===== src/rtl/spi_wb_burst_bridge.sv =====
// SPI-slave (mode 0) to Wishbone master burst bridge: a {we, addr} header followed by data words,
// auto-incrementing address, one-word read prefetch and a sticky write-error flag on MISO.
module spi_wb_burst_bridge #(
   parameter int ADDR_WIDTH  = 23,
   parameter int DATA_WIDTH  = 8,
   parameter int SYNC_STAGES = 2
) (
   input  logic                  clk_i,
   input  logic                  rst_ni,
   input  logic                  spi_sck,
   input  logic                  spi_ss_n,
   input  logic                  spi_mosi,
   output logic                  spi_miso,
   output logic                  cyc_o,
   output logic                  stb_o,
   output logic                  we_o,
   output logic [ADDR_WIDTH-1:0] adr_o,
   output logic [DATA_WIDTH-1:0] dat_o,
   input  logic [DATA_WIDTH-1:0] dat_i,
   input  logic                  ack_i,
   input  logic                  err_i,
   input  logic                  rty_i
);
   localparam int SHW = (ADDR_WIDTH + 1 > DATA_WIDTH) ? ADDR_WIDTH + 1 : DATA_WIDTH;
   localparam int CW  = $clog2(SHW + 1) + 1;
   localparam logic [CW-1:0] HDR_LAST  = CW'(ADDR_WIDTH);
   localparam logic [CW-1:0] WORD_LAST = CW'(DATA_WIDTH - 1);
   localparam logic [CW-1:0] SLOT_LAST = CW'(DATA_WIDTH);

   typedef enum logic [1:0] {F_HEADER = 2'd0, F_WRITE = 2'd1, F_READ = 2'd2} frame_e;

   logic [SYNC_STAGES-1:0] sck_sync_q, mosi_sync_q, ss_sync_q;
   logic                   sck_prev_q;
   logic                   sck_rise, ss_high, mosi_s;

   frame_e                 state_q;
   logic [CW-1:0]          bitcnt_q;
   logic [SHW-1:0]         shift_q, shift_d;
   logic [ADDR_WIDTH-1:0]  addr_q, addr_inc_d;
   logic                   sticky_q, miso_q;
   logic                   hold_vld_q, hold_ok_q;
   logic [DATA_WIDTH-1:0]  hold_dat_q, out_q;

   logic                   cyc_q, we_q, keep_q;
   logic [ADDR_WIDTH-1:0]  adr_q;
   logic [DATA_WIDTH-1:0]  dat_q;
   logic                   pend_q, pend_we_q;
   logic [ADDR_WIDTH-1:0]  pend_adr_q;
   logic [DATA_WIDTH-1:0]  pend_dat_q;

   logic                   req_vld, req_we, slot_start;
   logic [ADDR_WIDTH-1:0]  req_adr;
   logic [DATA_WIDTH-1:0]  req_dat;
   logic                   term, resp_vld, wr_busy, slot_ok;

   // Bring the asynchronous SPI pins into the clk_i domain
   always_ff @(posedge clk_i) begin
      if (!rst_ni) begin
         sck_sync_q  <= {SYNC_STAGES{1'b0}};
         mosi_sync_q <= {SYNC_STAGES{1'b0}};
         ss_sync_q   <= {SYNC_STAGES{1'b1}};
         sck_prev_q  <= 1'b0;
      end else begin
         sck_sync_q  <= {sck_sync_q[SYNC_STAGES-2:0], spi_sck};
         mosi_sync_q <= {mosi_sync_q[SYNC_STAGES-2:0], spi_mosi};
         ss_sync_q   <= {ss_sync_q[SYNC_STAGES-2:0], spi_ss_n};
         sck_prev_q  <= sck_sync_q[SYNC_STAGES-1];
      end
   end

   assign sck_rise   = sck_sync_q[SYNC_STAGES-1] & ~sck_prev_q;
   assign ss_high    = ss_sync_q[SYNC_STAGES-1];
   assign mosi_s     = mosi_sync_q[SYNC_STAGES-1];
   assign shift_d    = {shift_q[SHW-2:0], mosi_s};
   assign addr_inc_d = addr_q + ADDR_WIDTH'(1'b1);
   assign term       = ack_i | err_i | rty_i;
   // keep_q marks a cycle whose result still belongs to the current frame/slot
   assign resp_vld   = cyc_q & term & keep_q;
   assign wr_busy    = pend_q | (cyc_q & keep_q);
   assign slot_ok    = hold_vld_q & hold_ok_q;

   // Request generation on the SCK edge that completes a header, a write word or starts a read slot
   always_comb begin
      req_vld    = 1'b0;
      req_we     = 1'b0;
      req_adr    = addr_q;
      req_dat    = {DATA_WIDTH{1'b0}};
      slot_start = 1'b0;
      if (sck_rise && !ss_high) begin
         case (state_q)
            F_HEADER: begin
               if (bitcnt_q == HDR_LAST && !shift_d[ADDR_WIDTH]) begin
                  req_vld = 1'b1;
                  req_adr = shift_d[ADDR_WIDTH-1:0];
               end else begin
                  req_vld = 1'b0;
               end
            end
            F_WRITE: begin
               if (bitcnt_q == WORD_LAST && !wr_busy) begin
                  req_vld = 1'b1;
                  req_we  = 1'b1;
                  req_dat = shift_d[DATA_WIDTH-1:0];
               end else begin
                  req_vld = 1'b0;
               end
            end
            F_READ: begin
               if (bitcnt_q == {CW{1'b0}}) begin
                  req_vld    = 1'b1;
                  slot_start = 1'b1;
                  req_adr    = addr_inc_d;
               end else begin
                  req_vld = 1'b0;
               end
            end
            default: req_vld = 1'b0;
         endcase
      end else begin
         req_vld = 1'b0;
      end
   end

   // Frame FSM: header decode, write word assembly, read slot serialisation
   always_ff @(posedge clk_i) begin
      if (!rst_ni || ss_high) begin
         state_q    <= F_HEADER;
         bitcnt_q   <= {CW{1'b0}};
         shift_q    <= {SHW{1'b0}};
         addr_q     <= {ADDR_WIDTH{1'b0}};
         sticky_q   <= 1'b0;
         miso_q     <= 1'b0;
         hold_vld_q <= 1'b0;
         hold_ok_q  <= 1'b0;
         hold_dat_q <= {DATA_WIDTH{1'b0}};
         out_q      <= {DATA_WIDTH{1'b0}};
      end else begin
         if (resp_vld) begin
            if (we_q) begin
               if (!ack_i) sticky_q <= 1'b1;
            end else begin
               hold_vld_q <= 1'b1;
               hold_ok_q  <= ack_i;
               hold_dat_q <= ack_i ? dat_i : {DATA_WIDTH{1'b0}};
            end
         end
         if (sck_rise) begin
            case (state_q)
               F_HEADER: begin
                  shift_q <= shift_d;
                  if (bitcnt_q == HDR_LAST) begin
                     bitcnt_q <= {CW{1'b0}};
                     addr_q   <= shift_d[ADDR_WIDTH-1:0];
                     state_q  <= shift_d[ADDR_WIDTH] ? F_WRITE : F_READ;
                  end else begin
                     bitcnt_q <= bitcnt_q + CW'(1'b1);
                  end
               end
               F_WRITE: begin
                  miso_q  <= sticky_q;
                  shift_q <= shift_d;
                  if (bitcnt_q == WORD_LAST) begin
                     bitcnt_q <= {CW{1'b0}};
                     addr_q   <= addr_inc_d;
                     if (wr_busy) sticky_q <= 1'b1;
                  end else begin
                     bitcnt_q <= bitcnt_q + CW'(1'b1);
                  end
               end
               F_READ: begin
                  if (bitcnt_q == {CW{1'b0}}) begin
                     miso_q     <= slot_ok;
                     out_q      <= slot_ok ? hold_dat_q : {DATA_WIDTH{1'b0}};
                     hold_vld_q <= 1'b0;
                     addr_q     <= addr_inc_d;
                     bitcnt_q   <= CW'(1'b1);
                  end else begin
                     miso_q   <= out_q[DATA_WIDTH-1];
                     out_q    <= out_q << 1;
                     bitcnt_q <= (bitcnt_q == SLOT_LAST) ? {CW{1'b0}} : bitcnt_q + CW'(1'b1);
                  end
               end
               default: state_q <= F_HEADER;
            endcase
         end
      end
   end

   // Wishbone engine: one cycle in flight plus a single held request
   always_ff @(posedge clk_i) begin
      if (!rst_ni) begin
         cyc_q      <= 1'b0;
         we_q       <= 1'b0;
         adr_q      <= {ADDR_WIDTH{1'b0}};
         dat_q      <= {DATA_WIDTH{1'b0}};
         keep_q     <= 1'b0;
         pend_q     <= 1'b0;
         pend_we_q  <= 1'b0;
         pend_adr_q <= {ADDR_WIDTH{1'b0}};
         pend_dat_q <= {DATA_WIDTH{1'b0}};
      end else begin
         if (cyc_q) begin
            if (term) cyc_q <= 1'b0;
         end else if (pend_q) begin
            cyc_q  <= 1'b1;
            we_q   <= pend_we_q;
            adr_q  <= pend_adr_q;
            dat_q  <= pend_dat_q;
            keep_q <= 1'b1;
            pend_q <= 1'b0;
         end
         if (req_vld) begin
            pend_q     <= 1'b1;
            pend_we_q  <= req_we;
            pend_adr_q <= req_adr;
            pend_dat_q <= req_dat;
         end
         if (ss_high) begin
            pend_q <= 1'b0;
            keep_q <= 1'b0;
         end else if (slot_start) begin
            keep_q <= 1'b0;
         end
      end
   end

   assign spi_miso = miso_q;
   assign cyc_o    = cyc_q;
   assign stb_o    = cyc_q;
   assign we_o     = we_q;
   assign adr_o    = adr_q;
   assign dat_o    = dat_q;
endmodule


===== config.mk =====
export PLATFORM = sky130hd
export DESIGN_NAME = spi_wb_burst_bridge
export DESIGN_NICKNAME = d
export VERILOG_FILES = /design/src/rtl/spi_wb_burst_bridge.sv
export SDC_FILE = /design/constraint.sdc
export NUM_CORES = 1
export LEC_CHECK = 0
export CORE_MARGIN = 2
export CORE_UTILIZATION = 30
export DETAILED_ROUTE_END_ITERATION = 8
export SYNTH_ARGS = -nofsm -noshare
export SYNTH_HDL_FRONTEND = slang
export SYNTH_SLANG_ARGS = --single-unit

===== constraint.sdc =====
create_clock -name clk_i -period 5.45 [get_ports clk_i]
set_input_delay 0.545 -clock clk_i [delete_from_list [all_inputs] [get_ports clk_i]]
set_output_delay 0.545 -clock clk_i [all_outputs]
set_load 0.05 [all_outputs]

[Yosys cells after proc, flatten, opt, wreduce, memory -nomap -nowiden]
Cells that the tools add are included.
Storage, ports and cells
  register bits: 148
  output and inout port bits: 35
  word-level logic and storage cells: 119
  input bits: 16
Cells by class
  reduce and logical (&&, ||, !) cells: 24
  mux-type cells: 49
  bitwise gates (word level): 13
  equality and inequality tests: 8
  add/sub/neg operators: 2
Operators by type and width (number)
  23-bit two-way mux: 5
  23-bit one-hot mux with 3 select lines: 1
  8-bit two-way mux: 6
  23-bit one-hot mux with 2 select lines: 1
  1-bit two-way mux: 26
  6-bit two-way mux: 4
  23-bit by 1-bit adder with 23-bit output (second input constant): 1
  6-bit one-hot mux with 3 select lines: 1
  2-bit AND reduction: 6
  6-bit by 1-bit adder with 6-bit output (second input constant): 1
  6-bit by 3-bit == test with 1-bit output (second input constant): 1
  6-bit by 4-bit == test with 1-bit output (second input constant): 1
  6-bit by 5-bit == test with 1-bit output (second input constant): 1
  6-bit logical NOT: 1
  2-bit OR reduction: 3
  1-bit bitwise AND: 5
  1-bit NOT: 5
  1-bit logical NOT: 4
  2-bit two-way mux: 2
  2-bit != test (second input constant): 2
  2-bit one-hot mux with 2 select lines: 1
  4-bit AND reduction: 1
  1-bit logical AND: 3
  1-bit bitwise OR: 3
  11 further kinds: 11

[Depth between registers and ports, before layout]
  word-level depth: 9
  mapped depth: 10
  mapped depth without buffers: 7

[Worst setup path after synthesis]
Ideal clock, no wire load.
  path type: register to register
  from: register state_q[0]
  to: register pend_adr_q[10]
  cell stages (with the launch flop): 11
  setup slack: 3.185 ns
  arrival: 2.133 ns
  data required time: 5.318 ns
  period minus slack after synthesis: 2.265 ns
  path through: dfxtp_1 > inv_1 > ha_1 > clkbuf_1 > nor4bb_1 > and2_1 > clkbuf_1 > o21ai_0 > clkbuf_1 > a222oi_1 > a21oi_1
On the way
  longest elaborated chain between the ends: 3
  elaborated cells on any way between the ends: 7
Ends and longest elaborated chain
  start: declaration: line 36  | frame_e state_q;
  start signal: assignment: line 154  | state_q <= shift_d[ADDR_WIDTH] ? F_WRITE : F_READ;
  2-bit == test (tied with other cells): line 90  | case (state_q)
  1-bit one-hot mux with 3 select lines / 23-bit one-hot mux with 2 select lines (equally long branches): line 90
  1-bit two-way mux / 23-bit two-way mux (equally long branches): line 89  | if (sck_rise && !ss_high) begin
  end signal: assignment: line 199  | pend_adr_q <= {ADDR_WIDTH{1'b0}};
  end signal: assignment: line 215  | pend_adr_q <= req_adr;
  end: declaration: line 48  | logic [ADDR_WIDTH-1:0] pend_adr_q;
Parallel ways exist; a longest one is shown, timed or not.
A chain may end at the register's enable or synchronous reset.

[Worst setup path in the final report]
  from: register bitcnt_q[3]
  to: register pend_adr_q[10]
On the way
  longest elaborated chain between the ends: 5
  elaborated cells on any way between the ends: 14
Ends and longest elaborated chain
  start: declaration: line 37  | logic [CW-1:0] bitcnt_q;
  start signal: assignment: line 128  | bitcnt_q <= {CW{1'b0}};
  start signal: assignment: line 152  | bitcnt_q <= {CW{1'b0}};
  start signal: assignment: line 156  | bitcnt_q <= bitcnt_q + CW'(1'b1);
  6-bit by 3-bit == test with 1-bit output / 6-bit by 5-bit == test with 1-bit output (equally long branches): line 100, 92
  1-bit logical AND, on equally long branches: line 100, 92
  1-bit two-way mux (tied with other cells): line 100  | if (bitcnt_q == WORD_LAST && !wr_busy) begin
  1-bit one-hot mux with 3 select lines / 23-bit one-hot mux with 2 select lines (equally long branches): line 90
  1-bit two-way mux / 23-bit two-way mux (equally long branches): line 89
Parallel ways exist; a longest one is shown, timed or not.

==> results.sh <==
export IMPL_status="complete, no violations"
export IMPL_p_leak_nw=2.56
export IMPL_grt_usage_pct=17.6
export IMPL_synth_fp_nets=974
export IMPL_crit_family="compound AO/OA/AOI/OAI gates"
export IMPL_placed_cells=1252
export IMPL_clk_pin_slew_ns=0.07
export IMPL_ys_seq_area_share_pct=40.4
export IMPL_cts_buffer_depth=2
export IMPL_grt_pass1_vias=6444
export IMPL_io_pins=51
export IMPL_r2r_end="pend_adr_q[10]$_SDFFE_PN0P_"
export IMPL_dieWidth_um=160
export IMPL_syn2layout_area_growth_pct=17.8
export IMPL_hp_class="reg2reg"
export IMPL_syn_inst=951
export IMPL_syn_avg_cell_area_um2=7.71
export IMPL_yosys_area_share_adder_pct=1.19
export IMPL_p_sw_mw=0.543
export IMPL_finalSetupViolCount=0
export IMPL_critPathRequiredTime_ns=5.81
export IMPL_ys_seq_elements=148
export IMPL_diodes=0
export IMPL_reg2reg_depth=5
export IMPL_cts_tree="built"
export IMPL_rr_startpoint="bitcnt_q[3]$_SDFFE_PP0P_"
export IMPL_clockPowerShare_pct=52.1
export IMPL_drive_above_1_share_pct=7.40
export IMPL_synthDistinctLibCells=73
export IMPL_worst_setup_path_start_kind="register"
export IMPL_drtPass1Iterations=6
export IMPL_synth_area_mux_share_pct=0.751
export IMPL_cts_root_buf="clkbuf_16"
export IMPL_synth_edf_count=0
export IMPL_hold_viol_final=0
export IMPL_internal_power_mw=1.81
export IMPL_skew_ns=0.0107
export IMPL_tightest_slew_ns=1.19
export IMPL_port_buffers=50
export IMPL_grt_pass1_wl_um=36200
export IMPL_post_route_period_util_pct=59.6
export IMPL_fin_cells=1284
export IMPL_ys_flop_type="dfxtp_1"
export IMPL_cp_buffers_inverters=0
export IMPL_powerDensity_nw_per_um2=273
export IMPL_routedWlPerCell_um=17.5
export IMPL_crit_chain="and3b_1, and2_1, o21ai_1, a222oi_1, a21oi_1"
export IMPL_grt_overflow=0
export IMPL_rrSetupSlack_ns=2.20
export IMPL_critical_path_class="reg2reg"
export IMPL_switching_share_pct=23.1
export IMPL_worst_setup_path_end_kind="register"
export IMPL_cts_buffers=17
export IMPL_syn_area_um2=7330
export IMPL_yosys_top_cells_count="nand2_1, dfxtp_1, a21oi_1, clkbuf_1, o21ai_0"
export IMPL_relSlewSlack_pct=19.9
export IMPL_p_comb_share_pct=1.8
export IMPL_min_path_cells=1
export IMPL_post_cts_repair_setup_buffers=0
export IMPL_die_area_um2=25700
export IMPL_p_total_mw=2.36
export IMPL_fin_nets=970
export IMPL_synth_top_family_by_area="compound AO/OA/AOI/OAI gates"
export IMPL_antenna_found_initial=0
export IMPL_post_route_drc_count=0
export IMPL_irDropWorstVdd_mv=0.182
export IMPL_ant_nets=0
export IMPL_ys_warnings_count=0
export IMPL_cp_slowest_cell="o21ai_1"
export IMPL_period_minus_slack_ns=3.25
export IMPL_htree_levels=4
export IMPL_die_h_um=160
export IMPL_hpwl_um=14800
export IMPL_cp_arrival_ns=3.61
export IMPL_maxSlewViolCount=0
export IMPL_via_per_inst=5.56
export IMPL_tns_ns=0
export IMPL_core_area_um2=24200
export IMPL_max_freq_ghz=0.308
export IMPL_grt_max_degree=53
export IMPL_async_flop_share_pct=0
export IMPL_place_congestion=0.930
export IMPL_synth_top_area_share_pct=40.4
export IMPL_holdCritStartpoint="ss_sync_q[0]$_SDFF_PN1_"
export IMPL_synth_most_common_cell="nand2_1"
export IMPL_cap_violations=0
export IMPL_drt_total_wl_um=22500
export IMPL_synth_area_leader_cell="dfxtp_1"
export IMPL_cts_hold_buffers=0
export IMPL_placement_rows=57
export IMPL_cp_max_fo=20
export IMPL_clock_latency_ns=0.43
export IMPL_synthSimpleGateAreaFrac_pct=23.9
export IMPL_critical_path_max_stage_delay_ns=1.05
export IMPL_pwr_share_seq_pct=46.1
export IMPL_drt_initial_drc_count=945
export IMPL_synth_xor_area_share_pct=1.07
export IMPL_cts_resized=0
export IMPL_clkSinkCount=148
export IMPL_rsz0062_at_grt="false"
export IMPL_start_util_pct=30.3
export IMPL_vias=7142
export IMPL_min_to="ss_sync_q[1]$_SDFF_PN1_"
export IMPL_synth_area_top_cells="dfxtp_1, nand2_1, a21oi_1"
export IMPL_synth_compound_area_share_pct=26.8
worst register-to-register path: stages (launching register included):
cell and delay, ns:
dfxtp_1 0.89, and3b_1 0.35, and2_1 0.44, o21ai_1 1.05
a222oi_1 0.23, a21oi_1 0.21
routing by layer:
| layer | global-route usage [%] | share of wire (%) |
|---|---|---|
| met1 | 24.7 | 46 |
| met2 | 26.0 | 43 |
| met3 | 4.13 | 8.3 |
| met4 | 6.84 | 2.6 |
| met5 | 0 | 0 |
registers in the layout, indices dropped and copies added (netlist names):
| signal | flops |
|---|---|
| pend_adr_q | 23 |
| pend_q | 1 |
| keep_q | 1 |
| sticky_q | 1 |
| sck_prev_q | 1 |
| hold_vld_q | 1 |
| pend_we_q | 1 |
| dat_o | 8 |
| adr_o | 23 |
| spi_miso | 1 |
| mosi_sync_q | 2 |
| hold_dat_q | 8 |
| shift_q | 23 |
| sck_sync_q | 2 |
| state_q | 2 |
| cyc_o | 1 |
| bitcnt_q | 6 |
| we_o | 1 |
| addr_q | 23 |
| hold_ok_q | 1 |
| ss_sync_q | 2 |
| out_q | 8 |
| pend_dat_q | 8 |
cell type report:
type                    count  area, um2
multi-input cells         698       3970
fillers                  2519      15500
flip-flops and latches    148       2960
inverters                  16       60.1
clock inverters            13        166
repair buffers             66        621
well taps                 324        405
clock buffers              19        453
stage by stage:
step	hold slack, ns	cell area, um2	util, %	worst slack, ns
after floorplan	0.386	7330	-	3.18
after global placement	0.403	8020	33.2	2.24
after detailed placement	0.407	8020	33.2	2.16
after CTS	0.450	8640	35.7	2.28
after global routing	0.462	8640	35.7	2.04
final	0.441	8640	35.7	2.20
power groups by stage:
stage | clock network (mW) | logic (mW) | registers (mW)
after global placement | 0 | 0.0420 | 1.11
after floorplan | 0 | 0.0217 | 1.11
final | 1.23 | 0.0422 | 1.09
after CTS | 1.25 | 0.0423 | 1.09
after global routing | 1.30 | 0.0457 | 1.09
after detailed placement | 0 | 0.0424 | 1.11
kinds of logic (layout without fill, tap and decap cells):
logic type,Yosys count,in the layout
XOR/XNOR,9,9
AO/OA/AOI/OAI,315,315
AND/OR/NAND/NOR,362,362
buffers and inverters,105,114
multiplexers,5,5
flip-flops,148,148
adder cells (fa/ha/maj),7,7
worst max-delay path by stage:
stage,to,depth (start not counted),slack [ns],from
after floorplan,pend_adr_q[10]$_SDFFE_PN0P_,10,3.18,state_q[0]$_SDFFE_PP0P_
after global placement,bitcnt_q[1]$_SDFFE_PP0P_,6,2.24,rst_ni
after detailed placement,bitcnt_q[1]$_SDFFE_PP0P_,6,2.16,rst_ni
after CTS,pend_adr_q[0]$_SDFFE_PN0P_,5,2.28,bitcnt_q[3]$_SDFFE_PP0P_
after global routing,pend_adr_q[7]$_SDFFE_PN0P_,8,2.04,state_q[0]$_SDFFE_PP0P_
final,pend_adr_q[10]$_SDFFE_PN0P_,5,2.20,bitcnt_q[3]$_SDFFE_PP0P_
cell usage in the layout (no fill, tap or decap), types with 18 or more instances in the layout:
cell             netlist  routed
o21ai_0               64      62
nor3_1                18      18
nor2_1                45      44
nand3_1               28      28
nand2_1              179     179
a31oi_1               33      33
a21oi_1              119     119
dfxtp_1              148     148
clkdlybuf4s50_1        0      50
Note: power is estimated with default switching activity, not from simulation.
